`config.mk`:
```
export PLATFORM = sky130hd
export DESIGN_NAME = stoch_carry_reinject
export DESIGN_NICKNAME = d
export VERILOG_FILES = /design/src/rtl/stoch_carry_reinject_pkg.sv /design/src/rtl/stoch_therm_decode.sv /design/src/rtl/stoch_carry_reinject.sv
export SDC_FILE = /design/constraint.sdc
export NUM_CORES = 1
export LEC_CHECK = 0
export CAP_MARGIN = 20
export CORE_AREA = 3 3 40 42
export DETAILED_ROUTE_END_ITERATION = 12
export DIE_AREA = 0 0 43 45
export DONT_BUFFER_PORTS = 1
export GPL_ROUTABILITY_DRIVEN = 0
export PLACE_DENSITY = 0.55
export SLEW_MARGIN = 20
export SYNTH_ARGS = -nofsm -noshare
export SYNTH_HDL_FRONTEND = slang
export SYNTH_SLANG_ARGS = --single-unit
export TNS_END_PERCENT = 30
```
`constraint.sdc`:
```
create_clock -name CLK -period 4.22 [get_ports CLK]
set_input_delay 1.055 -clock CLK [delete_from_list [all_inputs] [get_ports CLK]]
set_output_delay 1.055 -clock CLK [all_outputs]
set_load 0.02 [all_outputs]
```
`src/rtl/stoch_carry_reinject_pkg.sv`:
```
// Shared helpers for stochastic carry consumers: thermometer validity,
// popcount and the saturating-counter ceiling.
package stoch_carry_reinject_pkg;

   // Widest bus the helper functions accept; callers zero-extend into this.
   localparam int unsigned FN_W = 32;

   function automatic int unsigned popcount(input logic [FN_W-1:0] v, input int unsigned w);
      int unsigned       n;
      logic [FN_W-1:0]   t;
      n = 0;
      t = v;
      for (int unsigned i = 0; i < FN_W; i++) begin
         if (i < w) begin
            n = n + 32'(t[0]);
         end
         t = t >> 1;
      end
      return n;
   endfunction

   // A valid code is 0..01..1 within the low w bits: adding one to it must
   // carry cleanly into a single power of two.
   function automatic logic is_therm(input logic [FN_W-1:0] v, input int unsigned w);
      logic [FN_W-1:0] mask;
      logic [FN_W-1:0] m;
      mask = (w >= FN_W) ? '1 : ((FN_W'(1) << w) - FN_W'(1));
      m    = v & mask;
      return ((m & (m + FN_W'(1))) == '0);
   endfunction

   function automatic int unsigned sat_max(input int unsigned w);
      return (32'd1 << w) - 32'd1;
   endfunction

endpackage

```
`src/rtl/stoch_therm_decode.sv`:
```
// Combinational thermometer-bus decoder: population count of the carry bus
// plus a flag that the bus is a legal 0..01..1 code.
module stoch_therm_decode
   import stoch_carry_reinject_pkg::*;
#(
   parameter int N_CARRY = 2,
   localparam int CNT_W  = $clog2(N_CARRY + 1)
) (
   input  logic [N_CARRY-1:0] carry,
   output logic [CNT_W-1:0]   count,
   output logic               valid
);

   if (N_CARRY < 1 || N_CARRY > int'(FN_W)) begin : g_bad_width
      $error("stoch_therm_decode: N_CARRY must be in 1..32");
   end

   logic [FN_W-1:0] carry_ext;

   for (genvar gi = 0; gi < int'(FN_W); gi++) begin : g_ext
      if (gi < N_CARRY) begin : g_bit
         assign carry_ext[gi] = carry[gi];
      end else begin : g_pad
         assign carry_ext[gi] = 1'b0;
      end
   end

   assign count = CNT_W'(popcount(carry_ext, N_CARRY));
   assign valid = is_therm(carry_ext, N_CARRY);

endmodule

```
`src/rtl/stoch_carry_reinject.sv`:
```
// Re-injects carries lost by a cascaded-OR stochastic adder: banks them in a
// saturating counter and spends one per idle (OR-sum = 0) cycle.
module stoch_carry_reinject
   import stoch_carry_reinject_pkg::*;
#(
   parameter int N_CARRY = 2,
   parameter int W_PEND  = 4
) (
   input  logic               CLK,
   input  logic               RST,
   input  logic               EN,
   input  logic               CLR,
   input  logic               OR_IN,
   input  logic [N_CARRY-1:0] CARRY_IN,
   output logic               OUT,
   output logic [W_PEND-1:0]  PENDING,
   output logic               EMPTY,
   output logic               SAT,
   output logic               ERR
);

   localparam int CNT_W = $clog2(N_CARRY + 1);
   // Two guard bits above the wider operand so pending + inc never wraps.
   localparam int SUM_W = ((CNT_W > W_PEND) ? CNT_W : W_PEND) + 2;
   localparam logic [SUM_W-1:0] PEND_MAX = SUM_W'(sat_max(W_PEND));

   if (W_PEND < 1 || W_PEND > 30) begin : g_bad_pend
      $error("stoch_carry_reinject: W_PEND must be in 1..30");
   end

   logic [CNT_W-1:0]  inc;
   logic              code_valid;
   logic              dec;
   logic              have_pend;
   logic [SUM_W-1:0]  sum;
   logic              over;

   logic              out_reg,  out_next;
   logic [W_PEND-1:0] pend_reg, pend_next;
   logic              sat_reg,  sat_next;
   logic              err_reg,  err_next;

   stoch_therm_decode #(
      .N_CARRY (N_CARRY)
   ) u_decode (
      .carry (CARRY_IN),
      .count (inc),
      .valid (code_valid)
   );

   assign have_pend = (pend_reg != '0);
   assign dec       = ~OR_IN & have_pend;
   assign sum       = SUM_W'(pend_reg) + SUM_W'(inc) - SUM_W'(dec);
   assign over      = (sum > PEND_MAX);

   always_comb begin
      out_next  = 1'b0;
      pend_next = pend_reg;
      sat_next  = sat_reg;
      err_next  = 1'b0;
      if (CLR) begin
         pend_next = '0;
         sat_next  = 1'b0;
      end else if (EN) begin
         out_next  = OR_IN | have_pend;
         err_next  = ~code_valid;
         if (over) begin
            pend_next = W_PEND'(PEND_MAX);
            sat_next  = 1'b1;
         end else begin
            pend_next = W_PEND'(sum);
         end
      end
   end

   always_ff @(posedge CLK or negedge RST) begin
      if (!RST) begin
         out_reg  <= 1'b0;
         pend_reg <= '0;
         sat_reg  <= 1'b0;
         err_reg  <= 1'b0;
      end else begin
         out_reg  <= out_next;
         pend_reg <= pend_next;
         sat_reg  <= sat_next;
         err_reg  <= err_next;
      end
   end

   assign OUT     = out_reg;
   assign PENDING = pend_reg;
   assign EMPTY   = ~have_pend;
   assign SAT     = sat_reg;
   assign ERR     = err_reg;

endmodule

```
# ---- Word level (Yosys, flattened, before mapping)
# Index checks and enable logic that the tools add are counted.
dict set report classes {
  addsub 4
  magnitude_cmp 1
  n_mux 10
  n_bitwise 6
  reduce_logical 5
}
# op n
set op_table {}
lappend op_table {{$logic_not A32 Y1} 1}
lappend op_table {{$mux W4} 3}
lappend op_table {{$mux W1} 7}
lappend op_table {{$gt A6 B4 Y1 const B} 1}
lappend op_table {{$sub A5 B1 Y6} 1}
lappend op_table {{$add A4 B2 Y5} 1}
lappend op_table {{$reduce_bool A2 Y1} 2}
lappend op_table {{$reduce_bool A4 Y1} 1}
lappend op_table {{$add A2 B1 Y3 const B} 1}
lappend op_table {{$and A2 B3 Y3} 1}
lappend op_table {{$not A1 Y1} 3}
lappend op_table {{$add A1 B1 Y2} 1}
lappend op_table {{$reduce_and A2 Y1} 1}
lappend op_table {{$and A1 B1 Y1} 1}
lappend op_table {{$or A1 B1 Y1} 1}
dict set report word_totals {
  register_bits 7
  input_bits 7
  output_inout_bits 8
}

# ---- Logic depth before layout (Yosys ltp)
dict set report logic_depth {
  ltp_word 7
  ltp_mapped 12
  mapped_depth_nobuf 12
}

# ---- Hierarchy
# A second synthesis with hierarchy kept.
dict set report hier_totals {
  hier_cells 62
  area_unflattened_um2 553.0
}
# module n_inst cells_each area_per_inst_um2 seq_area_each_um2
set by_module_without_submodules {}
lappend by_module_without_submodules {stoch_carry_reinject 1 57 516.7 175.2}
lappend by_module_without_submodules {stoch_therm_decode 1 5 36.3 0.0}

# ---- Worst setup path after synthesis
# OpenSTA, ideal clock, no wires.
dict set report synth_path {
  path_type {flip-flop to flip-flop}
  startpoint {register pend_reg[3], in the netlist PENDING[3]}
  endpoint {register pend_reg[2], in the netlist PENDING[2]}
  setup_time_ns 0.146
  arrival_ns 3.284
  required_ns 4.074
  path_slack_ns 0.790
  stages_incl_launch_ff 13
  period_less_slack_ns 3.430
  cell_sequence {dfrtp_1 > inv_1 > ha_1 > nor3b_1 > nor2_1 > ha_1 > inv_1 > fa_1 > fa_1 > a21oi_1 > o21bai_1 > xnor2_1 > a41oi_1}
}
dict set report synth_between {
  elab_chain_cells 7
}
# element line
set synth_rtl {}
lappend synth_rtl {{start, declared} stoch_carry_reinject.sv:39} ;# logic [W_PEND-1:0] pend_reg, pend_next;
lappend synth_rtl {{start signal, assigned} stoch_carry_reinject.sv:84} ;# pend_reg <= pend_next;
lappend synth_rtl {{parallel branches: the longest is 2 deep, another holds $add A4 B2 Y5} n/a}
lappend synth_rtl {{$sub A5 B1 Y6 *} stoch_carry_reinject.sv:53} ;# assign sum = SUM_W'(pend_reg) + SUM_W'(inc) - SUM_W'(dec);
lappend synth_rtl {{$gt A6 B4 Y1} stoch_carry_reinject.sv:54} ;# assign over = (sum > PEND_MAX);
lappend synth_rtl {{$mux W4 *} stoch_carry_reinject.sv:67} ;# if (over) begin
lappend synth_rtl {{$mux W4 *} stoch_carry_reinject.sv:64} ;# end else if (EN) begin
lappend synth_rtl {{$mux W4 *} stoch_carry_reinject.sv:61} ;# if (CLR) begin
# Every way passes the cells marked *. The select of a mux whose other input is x is not followed.
# A chain may end at the register's enable or synchronous reset.

# ---- Worst setup path in the final report
dict set report layout_path {
  startpoint {register pend_reg[3], in the netlist PENDING[3]}
  endpoint {register pend_reg[0], in the netlist PENDING[0]}
}
# The elaborated chain is that of the path after synthesis.

==> flow_metrics.tcl <==
set metrics [dict create \
    status "completed" \
    grt_setup_unrepaired "false" \
    power_density_mw_per_mm2 657 \
    wirelength_microns 1120 \
    numPortBuffers 0 \
    drt_iter0_drc 9 \
    numCtsBuffers 3 \
    antenna_found_initial 0 \
    end_kind "flop" \
    synth_cells 57 \
    ir_drop_mv 0.288 \
    path_class "flop to flop" \
    r2r_cells 13 \
    route.met2.wl_microns 543 \
    ant_nets 0 \
    h-tree-depth 1 \
    fin_crit_sh_pct 79.5 \
    syn_nets 71 \
    reg2reg_to "PENDING[0]" \
    nNetsFinal 76 \
    avgSynthCellArea_sq_um 9.37 \
    core-area_sq_mm 0.00128 \
    ys.flop_type "dfrtp_1" \
    cts_root_buf "clkbuf_4" \
    post_cts_buffers 0 \
    synth_area_sq_um 534 \
    final_util_pct 45.1 \
    ff2ff_setup_slack_ps 870 \
    post_cts_resized 0 \
    vias_per_cell 5.71 \
    arrival_ps 3470 \
    area_growth_pct 8.43 \
    finClkSkew_ps 3.99 \
    slew_headroom_pct 77.6 \
    worstReg2RegStart "PENDING[3]" \
    die-area_sq_mm 0.00194 \
    pwr-share-clk_pct 16.9 \
    power_frac_comb_pct 50.8 \
    intPower_mw 0.201 \
    whs_ps 487 \
    clk_path_buf_depth 2 \
    row_count 13 \
    async_reset_ff_share_pct 100 \
    drive_gt1_share_pct 6.56 \
    power.leakage_nw 0.257 \
    drv_cap 0 \
    dpl.hpwl_microns 917 \
    seq_area_frac_synth_pct 32.8 \
    cts_tree "done" \
    start_util_pct 41.6 \
    synth_warnings 0 \
    setup_viol 0 \
    crit_required_ps 4330 \
    synth_edf_count 0 \
    min_period_ps 3350 \
    grt_max_degree 10 \
    synth_cell_types 23 \
    seq_power_share_pct 32.3 \
    grt_pass1_wl_microns 1880 \
    dr_total_vias 434 \
    grt_pass1_vias 445 \
    worstMarginPinSlew_ps 336 \
    fin_cells 76 \
    wl_per_cell_microns 14.7 \
    ioPinCount 15 \
    highest_layer "met3" \
    drv_slew 0 \
    p_switching_mw 0.180 \
    fmax_mhz 298 \
    setup_tns_ps 0 \
    crit_path_max_fanout 4 \
    switching_share_pct 47.3 \
    dr.pass1.iters 4 \
    clk_latency_ps 260 \
    fp.dieH_microns 45 \
    gr-total-overflow 0 \
    ys_ff_latch 7 \
    worstSetupStartpointType "flop" \
    clk_pin_slew_worst_paths_ps 60 \
    die_x_microns 43 \
    min-delay-path-class "primary input to asynchronous set/reset pin" \
    hold_violations 0 \
    drt-met1-wl_microns 439 \
    p_total_mw 0.381 \
    dp_cells 72 \
    grtUsageTotal_pct 13.3 \
    wl_met3_microns 136 \
    route.detailed.drc 0 \
    hold_buffers 0 \
    antenna_cells 0 \
    cts_sinks 7 \
]
-- through the flow --
stage | cell area (sq um) | setup WS [ps]
3_5_place_dp | 553 | 864
2_1_floorplan | 534 | 790
6_report | 579 | 866
5_1_grt | 579 | 579
3_3_place_gp | 553 | 868
4_1_cts | 579 | 849
-- cells in the final DEF (no fill, tap or decap), types with 2 or more instances in the layout --
master,instances
a211oi_1,3
a21oi_1,4
a311oi_1,2
clkbuf_4,3
dfrtp_1,7
fa_1,2
ha_1,5
inv_1,8
nand2_1,3
nand2b_1,2
nor2_1,5
nor2b_1,2
o21bai_1,2
xnor2_1,2
-- cell type report --
cell class | count | area (sq um)
flip-flops and latches | 7 | 175
fillers | 130 | 706
well taps | 15 | 18.8
repair buffers | 1 | 7.51
multi-input cells | 41 | 322
clock buffers | 4 | 26.3
inverters | 8 | 30.0
-- flip-flops by register name (all words and copies together) (netlist names) --
name     flops
OUT          1
PENDING      4
ERR          1
SAT          1
-- worst max path at each step --
stage	startpoint	end	slack, ps	cells after the start
after global placement	PENDING[3]	PENDING[2]	870	13
after floorplan	PENDING[3]	PENDING[2]	790	12
after global routing	PENDING[3]	PENDING[0]	580	13
final	PENDING[3]	PENDING[0]	870	13
after CTS	PENDING[3]	PENDING[0]	850	13
after detailed placement	PENDING[3]	PENDING[0]	860	13
-- synth_stat cells, types with 2 or more instances --
library cell  number  area share (%)
ha_1               5              12
dfrtp_1            7              33
fa_1               2             7.5
a21oi_1            4             3.7
nor2_1             5             3.5
a211oi_1           3             4.2
inv_1              8             5.6
xnor2_1            2             3.3
nor2b_1            2             2.3
nand2_1            3             2.1
nand2b_1           2             2.3
o21bai_1           2             2.8
a311oi_1           2             3.3
-- routing by layer --
layer,vias to the layer above,track usage (%)
met5,-,0
met4,0,4.22
met3,0,8.76
met2,23,20.4
met1,200,15.2
li1,211,-
-- worst max-delay path, cell delays in order, from the launching register on --
cell and delay [ps]:
dfrtp_1 470, inv_1 150, ha_1 240, nor3b_1 220, buf_4 190, nor2_1 50, ha_1 260, inv_1 40
fa_1 390, fa_1 430, a21oi_1 210, o21bai_1 100, xnor2_1 290, a311oi_1 160
-- power by group through the flow --
stage          sequential [mW]  clock, mW  combinational [mW]
2_1_floorplan            0.119          0               0.156
3_3_place_gp             0.125          0               0.193
3_5_place_dp             0.125          0               0.193
4_1_cts                  0.124     0.0659               0.195
5_1_grt                  0.127     0.0693               0.218
6_report                 0.123     0.0641               0.193
-- logic make-up (layout without fill, tap and decap cells) --
| group | after synthesis | after routing | share of synthesized area, % |
|---|---|---|---|
| AO/OA/AOI/OAI | 16 | 16 | 22.5 |
| AND/OR/NAND/NOR | 16 | 16 | 15.2 |
| buffers and inverters | 9 | 13 | 7.03 |
| adder cells (fa/ha/maj) | 7 | 7 | 19.2 |
| flip-flops | 7 | 7 | 32.8 |
| XOR/XNOR | 2 | 2 | 3.28 |
Note: power is estimated with default switching activity, not from simulation.
==> edit, RTL diff (same flow settings) <==
`N_CARRY` is set to 2 in 2 places; all go to 4.
--- a/src/rtl/stoch_therm_decode.sv
+++ b/src/rtl/stoch_therm_decode.sv
@@ -4,5 +4,5 @@
    import stoch_carry_reinject_pkg::*;
 #(
-   parameter int N_CARRY = 2,
+   parameter int N_CARRY = 4,
    localparam int CNT_W  = $clog2(N_CARRY + 1)
 ) (
--- a/src/rtl/stoch_carry_reinject.sv
+++ b/src/rtl/stoch_carry_reinject.sv
@@ -4,5 +4,5 @@
    import stoch_carry_reinject_pkg::*;
 #(
-   parameter int N_CARRY = 2,
+   parameter int N_CARRY = 4,
    parameter int W_PEND  = 4
 ) (
Ports: changed (resized CARRY_IN); port bits go from 15 to 17. The function was not compared with the original's and may differ.
==> edit against the unedited design <==
  * Fmax down 3.6%
  * Sequential share of layout area down 5.7 points
  * Combinational power up 56%
  * Routed wire length up 9.6%
  * Critical path type is now in -> reg
  * Final area up 23%
  * Largest power group unchanged
  * Synthesized area up 25%
  * Total power up 34%
  * Global-route usage up 2.2 points
  * Sequential cell count unchanged
  * Setup slack worse by 0.13 ns
  * Cell count up 22%
  * Clock skew up 0.0031 ns
==> edit: results <==
metrics = {
    "routing": {
        "wl_per_cell_um": 13.19,
        "met3WireLength_um": 74,
        "via_count": 502,
        "first_pass_iters": 3,
        "wl_met2_um": 546,
    },
    "power_and_ir_drop": {
        "ir_drop_uv": 403.5,
        "sw_frac_of_total": 0.4736,
    },
    "logic_synthesis": {
        "yosysSeqAreaShare": 0.2622,
        "yosys-mux-area-fraction": 0.06367,
        "synthAdderAreaFrac": 0.2846,
        "synth_compound_area_frac": 0.1461,
        "synth_top_family_by_area": "adder cells",
        "synth_xor_area_frac": 0.01311,
    },
    "setup_path": {
        "rrSetupSlack_ns": 1.33,
        "worstSetupStartpoint": "CARRY_IN[0]",
        "cpPeakStageDelay_ns": 0.45,
        "ff2ff_path_depth": 12,
    },
    "final_layout": {
        "drive_gt1_frac": 0.07692,
        "fin_nets": 102,
    },
    "grt": {
        "track_usage": 0.1549,
        "grt_pass1_vias": 508,
        "grtUsageMet1": 0.1940,
        "grt_pass1_wl_um": 2173,
    },
    "timing": {
        "hold-worst-slack_ns": 0.4968,
    },
    "outcome": {
        "status": "finished clean",
    },
    "placed_design": {
        "placed_area_um2": 686.9,
        "hpwl_um": 1015,
    },
}
[edit: cell types whose count changed in the layout (fill, tap and decap cells not counted), sizes merged, moves of 3 or more]
cell	unedited run	this run
mux2i	0	3
o211ai	0	4
ha	5	12
inv	8	20
[edit: cell type report]
class / instances / area [µm²] / area share
clock buffer: 4 / 26.28 / 0.03684
inverter: 20 / 75.07 / 0.1053
multi-input combinational: 46 / 410.4 / 0.5754
sequential: 7 / 175.2 / 0.2456
tap: 15 / 18.77 / 0.02632
timing repair buffer: 1 / 7.507 / 0.01053
[edit: power groups by stage]
stage / Sequential [mW] / Combinational (mW) / Clock (mW)
floorplan: 0.143 / 0.250 / 0
global placement: 0.155 / 0.301 / 0
detailed placement: 0.154 / 0.303 / 0
CTS: 0.153 / 0.307 / 0.0619
global route: 0.158 / 0.347 / 0.0657
finish: 0.151 / 0.301 / 0.0587
[edit: cells by family after synthesis]
logic type / after synthesis
flops: 7
xor+xnor: 1
buf+inv: 21
fa+ha+maj: 14
compound gates: 13
mux: 3
simple gates: 15
